## config.mk

```make
export PLATFORM = sky130hd
export DESIGN_NAME = seg7_scan_decoder
export DESIGN_NICKNAME = d
export VERILOG_FILES = /design/src/rtl/seg7_scan_decoder.sv
export SDC_FILE = /design/constraint.sdc
export NUM_CORES = 1
export LEC_CHECK = 0
export CAP_MARGIN = 20
export CORE_UTILIZATION = 40
export DETAILED_ROUTE_END_ITERATION = 8
export SLEW_MARGIN = 15
export SYNTH_ARGS = -nofsm -noshare
export SYNTH_HDL_FRONTEND = slang
export SYNTH_HIERARCHICAL = 1
export SYNTH_SLANG_ARGS = --single-unit
```

## constraint.sdc

```tcl
create_clock -name clk -period 8.62 [get_ports clk]
set_clock_uncertainty 0.15 [all_clocks]
set_input_delay 0.862 -clock clk [delete_from_list [all_inputs] [get_ports clk]]
set_output_delay 0.862 -clock clk [all_outputs]
set_load 0.005 [all_outputs]
```

## src/rtl/seg7_scan_decoder.sv

```systemverilog
// ---------------------------------------------------------------------------
// seg7_scan_decoder
//
// Receive side of a 3-digit multiplexed 7-segment display. Watches the
// segment and digit-select lines, samples each digit once its select line
// has been steady long enough, decodes the segment pattern back to BCD and,
// after units, tens and hundreds have all been captured, rebuilds the 8-bit
// binary value with a short shift-and-add sequence.
//
// Parameters
//   SETTLE_CYCLES  cycles a digit select must be stable before sampling (4..65535)
//   SEG_ACTIVE_LOW 1 = segment lit when its line is 0
//   DIG_ACTIVE_LOW 1 = digit selected when its line is 0
//
// Ports
//   clk          system clock, rising edge
//   rst          synchronous active-high reset
//   seg_in[6:0]  segment lines, bit0=A .. bit6=G
//   dig_sel[2:0] digit selects, bit0=units, bit1=tens, bit2=hundreds
//   value_out    last good decoded binary value
//   digits_out   BCD of value_out: [11:8] hundreds, [7:4] tens, [3:0] units
//   value_valid  1-cycle pulse when value_out/digits_out update
//   frame_err    1-cycle pulse when a completed frame is rejected
// ---------------------------------------------------------------------------

// Per-digit capture slot: holds the decoded nibble, its bad flag and the
// "captured this frame" mask bit. One instance per display digit.
module seg7_digit_slot (
  input  logic       clk,
  input  logic       rst,
  input  logic       clr,    // drop the mask bit (frame consumed)
  input  logic       wr,     // capture bcd/bad into this slot
  input  logic [3:0] bcd,
  input  logic       bad,
  output logic [3:0] bcd_q,
  output logic       bad_q,
  output logic       have_q
);

  always_ff @(posedge clk) begin
    if (rst) begin
      bcd_q  <= 4'h0;
      bad_q  <= 1'b0;
      have_q <= 1'b0;
    end else begin
      // A recapture before the frame completes simply overwrites.
      if (wr) begin
        bcd_q <= bcd;
        bad_q <= bad;
      end
      if (clr)     have_q <= 1'b0;
      else if (wr) have_q <= 1'b1;
    end
  end

endmodule

module seg7_scan_decoder #(
  parameter int unsigned SETTLE_CYCLES  = 16,
  parameter bit          SEG_ACTIVE_LOW = 1'b1,
  parameter bit          DIG_ACTIVE_LOW = 1'b1
) (
  input  logic        clk,
  input  logic        rst,
  input  logic [6:0]  seg_in,
  input  logic [2:0]  dig_sel,
  output logic [7:0]  value_out,
  output logic [11:0] digits_out,
  output logic        value_valid,
  output logic        frame_err
);

  localparam int          NUM_DIGITS = 3;
  localparam int          CNT_W      = 16;
  localparam logic [CNT_W-1:0] SETTLE    = CNT_W'(SETTLE_CYCLES);
  localparam logic [CNT_W-1:0] SETTLE_M1 = CNT_W'(SETTLE_CYCLES - 1);

  typedef enum logic [1:0] {COLLECT, MUL, ADD, DONE} state_t;

  // -------------------------------------------------------------------------
  // Input stage: register once and normalise to 1 = lit / selected.
  // -------------------------------------------------------------------------
  logic [6:0]            seg_r;
  logic [NUM_DIGITS-1:0] dig_r;
  logic [NUM_DIGITS-1:0] dig_prev;

  always_ff @(posedge clk) begin
    if (rst) begin
      seg_r <= '0;
      dig_r <= '0;
    end else begin
      seg_r <= SEG_ACTIVE_LOW ? ~seg_in  : seg_in;
      dig_r <= DIG_ACTIVE_LOW ? ~dig_sel : dig_sel;
    end
  end

  // -------------------------------------------------------------------------
  // Digit qualification. The counter only runs while the registered select
  // is one-hot and unchanged; it saturates so each strobe samples once.
  // -------------------------------------------------------------------------
  logic [CNT_W-1:0] settle_cnt;
  logic             dig_onehot;
  logic             dig_stable;
  logic             sample;

  assign dig_onehot = (dig_r != '0) && ((dig_r & (dig_r - 3'd1)) == '0);
  assign dig_stable = dig_onehot && (dig_r == dig_prev);
  // Requiring an unchanged select here keeps a one-hot-to-one-hot switch
  // from sampling on the very cycle the counter is being cleared.
  assign sample     = dig_stable && (settle_cnt == SETTLE_M1);

  always_ff @(posedge clk) begin
    if (rst) begin
      dig_prev   <= '0;
      settle_cnt <= '0;
    end else begin
      dig_prev <= dig_r;
      if (!dig_stable)
        settle_cnt <= '0;
      else if (settle_cnt != SETTLE)
        settle_cnt <= settle_cnt + CNT_W'(1);
    end
  end

  // -------------------------------------------------------------------------
  // Segment decode of the registered pattern ({G,F,E,D,C,B,A}).
  // 0x67 is the "no tail" 9; a blanked digit reads as 0.
  // -------------------------------------------------------------------------
  logic [3:0] dec_bcd;
  logic       dec_bad;

  always_comb begin
    dec_bcd = 4'hF;
    dec_bad = 1'b0;
    unique case (seg_r)
      7'h3F:   dec_bcd = 4'd0;
      7'h06:   dec_bcd = 4'd1;
      7'h5B:   dec_bcd = 4'd2;
      7'h4F:   dec_bcd = 4'd3;
      7'h66:   dec_bcd = 4'd4;
      7'h6D:   dec_bcd = 4'd5;
      7'h7D:   dec_bcd = 4'd6;
      7'h07:   dec_bcd = 4'd7;
      7'h7F:   dec_bcd = 4'd8;
      7'h6F:   dec_bcd = 4'd9;
      7'h67:   dec_bcd = 4'd9;
      7'h00:   dec_bcd = 4'd0;
      default: dec_bad = 1'b1;
    endcase
  end

  // -------------------------------------------------------------------------
  // Capture slots, one per digit.
  // -------------------------------------------------------------------------
  state_t                      state;
  logic [NUM_DIGITS-1:0]       slot_wr;
  logic [NUM_DIGITS-1:0][3:0]  slot_bcd;
  logic [NUM_DIGITS-1:0]       slot_bad;
  logic [NUM_DIGITS-1:0]       slot_have;
  logic                        slot_clr;

  // Captures outside COLLECT are dropped.
  assign slot_wr  = (sample && (state == COLLECT)) ? dig_r : '0;
  assign slot_clr = (state == MUL);

  genvar gi;
  generate
    for (gi = 0; gi < NUM_DIGITS; gi++) begin : g_slot
      seg7_digit_slot u_slot (
        .clk    (clk),
        .rst    (rst),
        .clr    (slot_clr),
        .wr     (slot_wr[gi]),
        .bcd    (dec_bcd),
        .bad    (dec_bad),
        .bcd_q  (slot_bcd[gi]),
        .bad_q  (slot_bad[gi]),
        .have_q (slot_have[gi])
      );
    end
  endgenerate

  // -------------------------------------------------------------------------
  // Reconstruction arithmetic. x*100 = x<<6 + x<<5 + x<<2, x*10 = x<<3 + x<<1.
  // Nine hundreds plus 99 is 999, which still fits the 10-bit accumulator.
  // -------------------------------------------------------------------------
  logic [9:0] h_ext, t_ext, u_ext;
  logic [9:0] hund_x100;
  logic [9:0] acc;
  logic [9:0] acc_sum;
  logic       frame_good;

  assign h_ext     = {6'd0, slot_bcd[2]};
  assign t_ext     = {6'd0, slot_bcd[1]};
  assign u_ext     = {6'd0, slot_bcd[0]};
  assign hund_x100 = (h_ext << 6) + (h_ext << 5) + (h_ext << 2);
  assign acc_sum   = acc + (t_ext << 3) + (t_ext << 1) + u_ext;
  assign frame_good = (slot_bad == '0) && (acc_sum <= 10'd255);

  // -------------------------------------------------------------------------
  // Frame FSM. The result is judged on the ADD->DONE edge so the outputs are
  // registered and present while the FSM sits in DONE; that puts the pulse
  // three edges after the final capture.
  // -------------------------------------------------------------------------
  always_ff @(posedge clk) begin
    if (rst) begin
      state       <= COLLECT;
      acc         <= '0;
      value_out   <= '0;
      digits_out  <= '0;
      value_valid <= 1'b0;
      frame_err   <= 1'b0;
    end else begin
      value_valid <= 1'b0;
      frame_err   <= 1'b0;
      unique case (state)
        COLLECT: begin
          if (&slot_have) state <= MUL;
        end
        MUL: begin
          acc   <= hund_x100;
          state <= ADD;
        end
        ADD: begin
          acc <= acc_sum;
          if (frame_good) begin
            value_out   <= acc_sum[7:0];
            digits_out  <= {slot_bcd[2], slot_bcd[1], slot_bcd[0]};
            value_valid <= 1'b1;
          end else begin
            frame_err   <= 1'b1;
          end
          state <= DONE;
        end
        DONE: begin
          state <= COLLECT;
        end
        default: state <= COLLECT;
      endcase
    end
  end

endmodule

```

==> flow_summary.yaml <==
run_status:
  outcome: "completed"
pwr:
  max-vdd-ir-drop_mv: 0.0732
  powerDensity_nw_per_um2: 184
  total_power_uw: 872
  p_leak_uw: 0.00177
logic_synthesis:
  synth_top_area_share_pct: 39.2
  yosysWarnings: 6
  syn-num-nets: 513
  synth_cell_types: 50
  synth_area_leaders: "dfxtp_1, mux2i_1, ha_1"
  ys_seq_area_share_pct: 39.2
  syn_area_um2: 4140
  synth_compound_area_share_pct: 7.78
  synthArstFlopShare_pct: 0
  syn_avg_cell_area_um2: 8.84
  synthFlopType: "dfxtp_1"
  synth_simple_gate_area_share_pct: 21.4
  synth.most_common_cell: "dfxtp_1"
  synth_xor_area_share_pct: 4.66
  synth_seq_cells: 81
  synth-adder-area-share_pct: 11.5
  yosys.area.top_type: "dfxtp_1"
  syn_inst: 468
  synthMuxAreaShare_pct: 9.95
  synth_edf_count: 0
  synth_top_family_by_area: "simple AND/OR/NAND/NOR gates"
  yosys-top-cells-count: "dfxtp_1, nor2_1, nand2_1, mux2i_1, inv_1"
die:
  core_area_um2: 9910
  rows: 36
  io-pin-count: 34
  die_w_um: 104
  start_util_pct: 41.7
  die_h_um: 104
  die-area_um2: 10700
clock_network:
  clk_latency_ns: 0.35
  cts_resized: 0
  tritoncts: "done"
  cts_hold_buf: 0
  cts-buffers-inserted: 9
  numClockSinks: 81
  post_cts_buffers: 0
  clock-root-buffer: "clkbuf_8"
  htree_levels: 3
  cts.path.max_buffers: 2
  clkTransAtPathRegs_ns: 0.08
global_routing:
  overflow: 0
  antenna_found_initial: 0
  grt_use_total_pct: 16.6
  grt_max_degree: 47
  grt_first_pass_wirelength_um: 14400
  grt_pass1_vias: 2941
routing:
  met3_length_um: 260
  wl_met1_um: 4340
  top_layer_used: "met4"
  drt-initial-drc-count: 103
  antenna_left: 0
  routed_wl_um: 8360
  firstDrtPassIters: 4
  viasPerCell: 5.05
  drc: 0
  wl_met2_um: 3630
  num_vias: 3173
  post_drt_wl_per_cell_um: 13.3
setup_path:
  cp-start-kind: "flip-flop"
  arrival_ns: 4.15
  cp_top_family: "adder cells"
  slowest_delay_ns: 0.94
  path_common_cell: "fa_1"
  path_class: "flip-flop to flip-flop"
  crit_slowest_cell: "a211oi_4"
  cp_cell_sequence: "inv_1 -> fa_1 -> inv_1 -> fa_1 -> fa_1 -> a21o_2 -> nand4_1 -> nand3_1 -> a211oi_4 -> mux2i_1"
  cp_max_fo: 16
  worst_setup_path_end_kind: "flip-flop"
  cp.buffers_inverters: 2
  crit_required_ns: 8.74
sta:
  max_freq_mhz: 248
  post-route-period-util_pct: 46.7
  relSlewSlack_pct: 28.2
  hold_violations: 0
  final_max_slew_viol_count: 0
  rsz0062_at_grt: "false"
  fin_ws_ns: 4.60
  setup_viol: 0
  period_needed_ns: 4.02
  tightest_slew_ns: 1.07
  tns_ns: 0
placed_design:
  place_congestion: 0.790
  dp_hpwl_um: 5900
  io_buffer_count: 33
  place_area_um2: 4530
  pre_cts_slack_ns: 4.55
layout:
  design_area_um2: 4740
  final_util_pct: 47.8
  diodes: 0
  drive_gt1_share_pct: 4.04
  areaGrowthSynthToFinish_pct: 14.5
  nNetsFinal: 536
flow_run:
  maxCapViolCount: 0
hold_path:
  min_path_type: "flip-flop to flip-flop"
-- flip-flops by register name, summed over array words and instances, names as in the netlist, 7 cells and up --
signal / flops
settle_cnt: 16
digits_out: 12
g_slot.u_slot/bcd_q: 12
acc: 10
value_out: 8
seg_r: 7
-- cell type report --
| cell class | instances | area [um2] |
|---|---|---|
| Fill cell | 962 | 5170 |
| Multi-Input combinational cell | 336 | 2290 |
| Sequential cell | 81 | 1620 |
| Timing Repair Buffer | 35 | 345 |
| Tap cell | 133 | 166 |
| Clock buffer | 12 | 145 |
| Inverter | 28 | 105 |
| Clock inverter | 3 | 65.1 |
-- layout by cell type (no fill, tap or decap), types with 3 or more instances in the layout --
master / netlist / final
dfxtp_1: 81 / 81
nor2_1: 65 / 65
nand2_1: 54 / 54
mux2i_1: 40 / 40
clkdlybuf4s50_1: 0 / 33
inv_1: 28 / 28
ha_1: 26 / 26
nand3_1: 18 / 18
nor3_1: 15 / 15
xnor2_1: 14 / 14
a21oi_1: 14 / 14
clkbuf_8: 0 / 10
o21ai_0: 8 / 8
nor2b_1: 8 / 8
xor2_1: 8 / 8
fa_1: 7 / 7
nand4_1: 6 / 6
a211oi_1: 6 / 6
and3_1: 4 / 4
nor4_1: 4 / 4
a31oi_1: 3 / 3
and2_1: 3 / 3
nand2b_1: 3 / 3
or3_1: 3 / 3
-- worst register-to-register path, cell delays in order, from the launching register on --
cell	delay, ns
dfxtp_1	0.41
inv_1	0.08
fa_1	0.50
inv_1	0.05
fa_1	0.51
fa_1	0.48
a21o_2	0.25
nand4_1	0.09
nand3_1	0.20
a211oi_4	0.94
mux2i_1	0.30
-- metal layers --
metal  GRT usage [%]  vias up
li1                -     1631
met1            23.3     1472
met2            25.2       55
met3            3.84       15
met4            5.61        0
met5               0        -
-- through the flow --
stage | instances | hold WS [ns]
floorplan | 468 | 0.300
global placement | 613 | 0.294
detailed placement | 613 | 0.299
CTS | 628 | 0.311
global route | 628 | 0.334
finish | 628 | 0.309
-- report_power, final --
group          total, uW  internal [uW]  switching, uW
Sequential           410            394           15.8
Clock                302            170            132
Combinational        160           65.0           94.6
-- kinds of logic after synthesis --
kind of cell               Yosys count
and+or+nand+nor                    192
DFF                                 81
buffers and inverters               51
AOI/OAI and AO/OA                   47
muxes                               41
adders and majority gates           34
xor gates and xnor gates            22
-- path summary, 6_finish.rpt --
kind	startpoint	endpoint	slack (ns)	depth (start not counted)
max	g_slot[1].u_slot/bcd_q[0]	value_out[0]	4.60	10
min	value_out[1]	value_out[1]	0.31	2
max reg2reg	g_slot[1].u_slot/bcd_q[0]	value_out[0]	4.60	10
min reg2reg	value_out[1]	value_out[1]	0.31	2
No activity file was read; power rests on OpenSTA's default activity.
